==> src/rtl/debug_pkg.sv <==
// Shared debug-path definitions: the latch code table walked by the dump
// sequencer, its length, and the sequencer state encoding.
package debug_pkg;

    localparam int N_LATCH_WORDS  = 20;
    localparam int BYTES_PER_WORD = 4;
    localparam int CODE_W         = 7;
    localparam int WORD_IDX_W     = 5;

    // Dump order; code 7'h22 is intentionally absent and must never be driven.
    localparam logic [CODE_W-1:0] LATCH_CODES [N_LATCH_WORDS] = '{
        7'h00, 7'h01,
        7'h10, 7'h11, 7'h12, 7'h13, 7'h14, 7'h15,
        7'h20, 7'h21, 7'h23, 7'h24, 7'h25, 7'h26,
        7'h30, 7'h31, 7'h32, 7'h33,
        7'h40, 7'h41
    };

    typedef enum logic [1:0] {
        IDLE,
        SELECT,
        SEND,
        DONE
    } dumpState_e;

    function automatic logic [CODE_W-1:0] latchCode(input logic [WORD_IDX_W-1:0] idx);
        if (idx < WORD_IDX_W'(N_LATCH_WORDS)) begin
            return LATCH_CODES[idx];
        end
        return '0;
    endfunction

endpackage

==> src/rtl/latch_dump_ctrl.sv <==
// Walks the pipeline latch mux through every latch code and streams each
// captured 32-bit word to the debug UART as four little-endian bytes.
module latch_dump_ctrl
    import debug_pkg::*;
#(
    parameter int SETTLE_CYCLES = 1,
    parameter int N_WORDS       = N_LATCH_WORDS
) (
    input  logic              clk,
    input  logic              rst,
    input  logic              start,
    input  logic              abort,
    output logic [CODE_W-1:0] mux_sel,
    input  logic [31:0]       mux_data,
    output logic [7:0]        tx_data,
    output logic              tx_valid,
    input  logic              tx_ready,
    output logic              busy,
    output logic              done
);

    localparam logic [1:0]            SETTLE_LAST = 2'(SETTLE_CYCLES);
    localparam logic [1:0]            LAST_BYTE   = 2'(BYTES_PER_WORD - 1);
    localparam logic [WORD_IDX_W-1:0] LAST_WORD   = WORD_IDX_W'(N_WORDS - 1);

    dumpState_e            state, stateNext;
    logic [WORD_IDX_W-1:0] wordIdx, wordIdxNext, wordIdxInc;
    logic [1:0]            byteCnt, byteCntNext;
    logic [1:0]            settleCnt, settleCntNext;
    logic [31:0]           shiftReg, shiftRegNext;
    logic [CODE_W-1:0]     muxSel, muxSelNext;
    logic                  txValid, txValidNext;
    logic                  doneReg, doneNext;

    always_ff @(posedge clk or negedge rst) begin
        if (!rst) begin
            state     <= IDLE;
            wordIdx   <= '0;
            byteCnt   <= '0;
            settleCnt <= '0;
            shiftReg  <= '0;
            muxSel    <= '0;
            txValid   <= 1'b0;
            doneReg   <= 1'b0;
        end else begin
            state     <= stateNext;
            wordIdx   <= wordIdxNext;
            byteCnt   <= byteCntNext;
            settleCnt <= settleCntNext;
            shiftReg  <= shiftRegNext;
            muxSel    <= muxSelNext;
            txValid   <= txValidNext;
            doneReg   <= doneNext;
        end
    end

    assign wordIdxInc = wordIdx + WORD_IDX_W'(1);

    always_comb begin
        stateNext     = state;
        wordIdxNext   = wordIdx;
        byteCntNext   = byteCnt;
        settleCntNext = settleCnt;
        shiftRegNext  = shiftReg;
        muxSelNext    = muxSel;
        txValidNext   = txValid;
        doneNext      = 1'b0;

        unique case (state)
            IDLE: begin
                if (start) begin
                    muxSelNext    = latchCode('0);
                    wordIdxNext   = '0;
                    settleCntNext = '0;
                    stateNext     = SELECT;
                end
            end
            SELECT: begin
                // The mux output is registered, so the word is only trusted on the last settle cycle.
                if (settleCnt == SETTLE_LAST) begin
                    shiftRegNext = mux_data;
                    txValidNext  = 1'b1;
                    byteCntNext  = '0;
                    stateNext    = SEND;
                end else begin
                    settleCntNext = settleCnt + 2'd1;
                end
            end
            SEND: begin
                if (txValid && tx_ready) begin
                    if (byteCnt == LAST_BYTE) begin
                        txValidNext = 1'b0;
                        if (wordIdx == LAST_WORD) begin
                            stateNext = DONE;
                        end else begin
                            wordIdxNext   = wordIdxInc;
                            muxSelNext    = latchCode(wordIdxInc);
                            settleCntNext = '0;
                            stateNext     = SELECT;
                        end
                    end else begin
                        shiftRegNext = {8'h00, shiftReg[31:8]};
                        byteCntNext  = byteCnt + 2'd1;
                    end
                end
            end
            DONE: begin
                doneNext   = 1'b1;
                muxSelNext = '0;
                stateNext  = IDLE;
            end
            default: begin
                stateNext = IDLE;
            end
        endcase

        // Abort drops everything back to reset values without a done pulse.
        if (abort && (state != IDLE)) begin
            stateNext     = IDLE;
            wordIdxNext   = '0;
            byteCntNext   = '0;
            settleCntNext = '0;
            shiftRegNext  = '0;
            muxSelNext    = '0;
            txValidNext   = 1'b0;
            doneNext      = 1'b0;
        end
    end

    assign mux_sel  = muxSel;
    assign tx_data  = shiftReg[7:0];
    assign tx_valid = txValid;
    assign busy     = (state != IDLE);
    assign done     = doneReg;

endmodule

==> config.mk <==
export PLATFORM = sky130hd
export DESIGN_NAME = latch_dump_ctrl
export DESIGN_NICKNAME = d
export VERILOG_FILES = /design/src/rtl/debug_pkg.sv /design/src/rtl/latch_dump_ctrl.sv
export SDC_FILE = /design/constraint.sdc
export NUM_CORES = 1
export LEC_CHECK = 0
export CAP_MARGIN = 10
export CORE_MARGIN = 2
export CORE_UTILIZATION = 48
export CTS_CLUSTER_DIAMETER = 100
export DETAILED_ROUTE_END_ITERATION = 8
export PLACE_DENSITY = 0.84
export SYNTH_ARGS = -nofsm -noshare
export SYNTH_HDL_FRONTEND = slang
export SYNTH_SLANG_ARGS = --single-unit
==> constraint.sdc <==
create_clock -name clk -period 2.15 [get_ports clk]
set_input_delay 0.43 -clock clk [delete_from_list [all_inputs] [get_ports clk]]
set_output_delay 0.43 -clock clk [all_outputs]
set_load 0.05 [all_outputs]
Yosys cells after proc, flatten, opt, wreduce, memory -nomap -nowiden
Memory sizes are Yosys's and may differ from the RTL's.
Index checks and enable logic that the tools add are counted.
W data, S select, Z words.
Word-level totals
  memory bits (writable): 0
  output and inout port bits: 18
  bits in latches: 0
  bits in registers: 52
  input bits: 37
  ROM bits: 224
  word-level logic and storage cells: 94
  memories: 1
Operators by class
  reductions and logical operators: 14
  bitwise operators: 1
  multipliers: 0
  mux-type cells: 52
  divide/modulo/power cells: 0
  eq/ne operators: 13
  add/subtract/negate cells: 3
  magnitude comparators: 2
  shifts and indexed selects: 0
Memories
  (no name shown): words 32, bits a word 7, rd ports 1, clocked after Yosys merged registers in 0, write ports 0, line debug_pkg.sv:28  | return LATCH_CODES[idx];
Operator list (number)
  $mux W32: 4
  $pmux W32 S2: 1
  $mux W7: 9
  $mux W2: 16
  $mux W5: 5
  $ne A3 B3 Y1 const B: 7
  $pmux W7 S3: 1
  $reduce_and A4 Y1: 3
  $mux W1: 11
  $pmux W5 S2: 1
  $reduce_and A5 Y1: 2
  $pmux W2 S4: 1
  $reduce_bool A4 Y1: 2
  $eq A2 B2 Y1 const B: 3
  $ge A6 B6 Y1 const B: 1
  $not A5 Y6: 1
  $pmux W2 S3: 1
  $reduce_and A6 Y1: 1
  $reduce_bool A3 Y1: 2
  $add A5 B1 Y5 const B: 1
  $eq A5 B5 Y1 const B: 1
  $lt A5 B5 Y1 const B: 1
  $add A2 B1 Y2 const B: 2
  $eq A2 B1 Y1 const B: 2
  5 further kinds: 6

Longest topological paths before layout
  depth in word-level cells: 13
  mapped depth: 9
  mapped depth without buffers: 6

Worst setup path before layout
OpenSTA, ideal clock, no wires.
  path type: register to register
  from: register state[0]
  to: register shiftReg[1]
  setup time: 128 ps
  arrival time: 2184 ps
  cell stages (with the launch flop): 10
  clock period less this slack: 2311 ps
  slack: -161 ps
  path buffers: 3
  data required time: 2022 ps
  cells stage by stage: dfrtp_1 > inv_1 > ha_1 > buf_2 > nor2b_1 > buf_2 > a211oi_1 > a311oi_4 > buf_4 > mux2_1
On the way
  word-level cells in the longest chain between the ends: 4
  elaborated cells on any way between the ends: 11
  those cells by class: eq/ne: 5; mux: 2; reduce/logical: 4
Ends and longest elaborated chain
  start: declaration: line latch_dump_ctrl.sv:26  | dumpState_e state, stateNext;
  start signal: assignment: line latch_dump_ctrl.sv:46  | state <= stateNext;
  $reduce_bool A2 Y1: line latch_dump_ctrl.sv:118  | if (abort && (state != IDLE)) begin
  $logic_and A1 B1 Y1: line latch_dump_ctrl.sv:118
  $ne A3 B3 Y1 (no source line) / $reduce_bool A3 Y1 (equally long branches)
  $reduce_and A4 Y1 (no source line)
  end signal: assignment: line latch_dump_ctrl.sv:50  | shiftReg <= shiftRegNext;
  end: declaration: line latch_dump_ctrl.sv:30  | logic [31:0] shiftReg, shiftRegNext;
Parallel ways exist; a longest one is shown, timed or not.
A chain may end at the register's enable or synchronous reset.

Worst setup path in the final report
  from: register state[1]
  to: register shiftReg[17]
Same word-level chain as after synthesis.

==> results.py <==
metrics = {
    "worst_setup_path": {
        "critical_path.top_delay_family": "buffers and inverters",
        "cp_data_arrival_time_ps": 2320,
        "start_kind": "flip-flop",
        "cp_num_buf_inv": 2,
        "critical_path_required_ps": 2350,
        "crit_type": "flip-flop to flip-flop",
        "max_stage_delay_ps": 440,
        "cpMaxStageDelayCell": "dfrtp_2",
        "cp_max_fo": 16,
        "worstPathCellList": "inv_2 -> ha_4 -> nor2b_4 -> nor3b_4 -> a311oi_4 -> bufbuf_16 -> mux2_1",
        "cp-end-kind": "flip-flop",
        "r2r_slack_ps": 30,
    },
    "timing": {
        "period_share_pct": 98.5,
        "post-route-min-period_ps": 2120,
        "finalHoldViolCount": 0,
        "setup_violations": 0,
        "relSlewSlack_pct": 57.0,
        "fmaxAchievable_mhz": 472,
        "whs_ps": 83.1,
        "slew_violations": 0,
        "rsz0062_at_grt": "yes",
        "worst_pin_slew_ps": 637,
        "finClkSkew_ps": 7.46,
    },
    "drt": {
        "drtIter0Drc": 195,
        "wirelength_mm": 7.48,
        "ant_nets": 0,
        "viasPerCell": 5.60,
        "vias": 2525,
        "drc": 0,
        "firstDrtPassIters": 4,
        "wire_per_inst_um": 16.6,
    },
    "cells_and_area": {
        "fillers": 496,
        "syn_to_final_growth_pct": 31.7,
        "fin_cells": 451,
        "drive_above_1_share_pct": 18.7,
        "seq_area_mm2": 0.00128,
        "multiInputGateArea_mm2": 0.00170,
        "antenna_cells": 0,
        "fin_nets": 421,
    },
    "yosys": {
        "syn_area_mm2": 0.00312,
        "synth-seq-cells": 51,
        "synth_top_area_share_pct": 40.9,
        "synthTopCellsByArea": "dfrtp_1 (41%), mux2i_1 (11%), mux2_1 (7.9%), ha_1 (4.4%), nor2_1 (3.6%)",
        "synth-edff-count": 0,
        "syn_area_per_cell_um2": 10.2,
        "synth_top_cell_by_area": "dfrtp_1",
        "syn_inst": 305,
        "synth_cell_types": 51,
        "async_reset_ff_share_pct": 100,
        "synthFlopType": "dfrtp_1",
        "syn_nets": 353,
        "ys_warn_count": 0,
        "ys_seq_area_share_pct": 40.9,
    },
    "floorplan": {
        "core_mm2": 0.00631,
        "rows": 29,
        "boundaryPins": 55,
        "initial_utilization_pct": 49.5,
        "die_area_mm2": 0.00717,
        "die_h_um": 84.7,
        "dieWidth_um": 84.7,
    },
    "clock_tree": {
        "clockRootBuffer": "clkbuf_8",
        "cts_tree": "built",
        "clkSinkCount": 51,
        "htreeDepth": 2,
        "path_clk_slew_ps": 100,
        "clk_latency_ps": 310,
        "cts_made_buffers": 5,
        "cts.path.max_buffers": 2,
    },
    "global_routing": {
        "grt_max_degree": 52,
        "grt_pass1_vias": 2546,
        "grt_pass1_wl_mm": 12.2,
        "overflow": 0,
        "grt_usage_pct": 21.0,
        "antenna_found_initial": 0,
    },
    "power": {
        "irDropWorstVdd_mv": 0.845,
        "cellPowerDensity_mw_per_mm2": 1320,
        "power.leakage_nw": 1.85,
        "p_total_mw": 5.44,
    },
    "placement": {
        "io_buffers": 53,
        "gp_congestion": 0.893,
        "dp.cells": 435,
        "place_hpwl_mm": 5.03,
    },
    "flow_run": {
        "drv_cap": 0,
    },
    "hold_path": {
        "hold_class": "input pin to asynchronous set/reset pin",
    },
    "status": {
        "run_status": "complete, no violations",
    },
}
## layer usage
layer	up-vias	global-route usage (%)	part of all wire, %
met5	-	0	0
met4	0	6.64	2.0
met3	17	3.15	3.6
met2	83	34.2	49
met1	1225	28.9	45
li1	1200	-	-
## cell type report
| class | count | share of cell area [%] |
|---|---|---|
| inverter | 23 | 2.10 |
| clock buffer | 5 | 1.67 |
| multi-input combinational | 207 | 41.3 |
| tap | 77 | 2.34 |
| timing repair buffer | 85 | 20.8 |
| clock inverter | 3 | 0.700 |
| sequential | 51 | 31.1 |
## metrics by stage
stage / cell area [um^2] / setup TNS, ps / util [%] / setup WS, ps
finish: 4110 / 0 / 65.2 / 31.4
global route: 4110 / -175 / 65.2 / -29.4
CTS: 4050 / 0 / 64.1 / 22.4
detailed placement: 3860 / -5540 / 61.1 / -197
global placement: 3860 / -4290 / 61.1 / -156
floorplan: 3170 / -641 / - / -32.3
## cell usage after synthesis, types with 5 or more instances
cell      instances
mux2_2            6
dfrtp_1          51
and3_1            5
mux2i_1          34
mux2_1           22
o21ai_0           8
clkbuf_1          6
buf_4            12
nor2_1           30
xnor2_1           5
inv_1            23
nand2_1          19
buf_2             5
a32o_1            7
ha_1             11
## cell usage in the layout, fill, tap and decap left out, types with 2 or more instances in the layout
| cell type | count |
|---|---|
| clkdlybuf4s50_1 | 51 |
| dfrtp_1 | 50 |
| mux2i_1 | 34 |
| nor2_1 | 30 |
| buf_4 | 27 |
| inv_1 | 20 |
| nand2_1 | 19 |
| mux2_1 | 17 |
| ha_1 | 9 |
| o21ai_0 | 8 |
| a32o_1 | 7 |
| mux2_2 | 6 |
| mux2_4 | 5 |
| and3_1 | 5 |
| xnor2_1 | 5 |
| clkbuf_8 | 5 |
| a21oi_1 | 4 |
| nor3_1 | 4 |
| buf_12 | 4 |
| inv_2 | 3 |
| nand2b_1 | 3 |
| and2_1 | 3 |
| nand3_1 | 3 |
| a211o_1 | 3 |
| a21boi_0 | 3 |
| nor2b_1 | 2 |
| a211oi_2 | 2 |
| nand4_1 | 2 |
| a22o_1 | 2 |
| o22ai_1 | 2 |
| o31ai_1 | 2 |
| ha_4 | 2 |
| clkinv_4 | 2 |
## worst paths after layout
check	startpoint	endpoint	depth (start not counted)
worst max-delay path	state[1]	shiftReg[17]	7
min in group clk	shiftReg[17]	shiftReg[17]	1
worst max register to register	state[1]	shiftReg[17]	7
worst min-delay path	rst	mux_sel[6]	2
max in group asynchronous	rst	state[1]	2
worst min register to register	shiftReg[17]	shiftReg[17]	1
## sequential cells by signal, summed over array words and instances (netlist names)
| register | cells |
|---|---|
| shiftReg | 32 |
| done | 1 |
| tx_valid | 1 |
| mux_sel | 6 |
| wordIdx | 5 |
| byteCnt | 2 |
| settleCnt | 2 |
| state | 2 |
## worst register-to-register path, cell delays in order, from the launching register on
cell	delay (ps)
dfrtp_2	440
inv_2	90
ha_4	200
nor2b_4	190
nor3b_4	80
a311oi_4	320
bufbuf_16	360
mux2_1	320
## what timing repair did
item | in CTS | in global routing
setup endpoints to repair | 24 | 34
hold buffers | 0 | 0
setup buffers | 3 | 4
cloned | 1 | 1
pin swaps | 0 | 3
gates resized for setup | 7 | 5
## power by group
part           internal [mW]  switching [mW]  leakage, nW
Clock                  0.242           0.364       0.0502
Sequential              1.31           0.226        0.657
Combinational           1.70            1.60         1.14
## kinds of logic (layout without fill, tap and decap cells)
group,after synthesis,after routing,share of synthesized area (%)
flops,51,51,40.9
other cells,1,1,0.120
buf+inv,47,116,7.29
mux,62,62,21.0
fa+ha+maj,11,11,4.41
simple gates,82,82,12.9
xor+xnor,6,6,1.68
compound gates,45,45,11.8
Power figures use the tool's default switching activity.
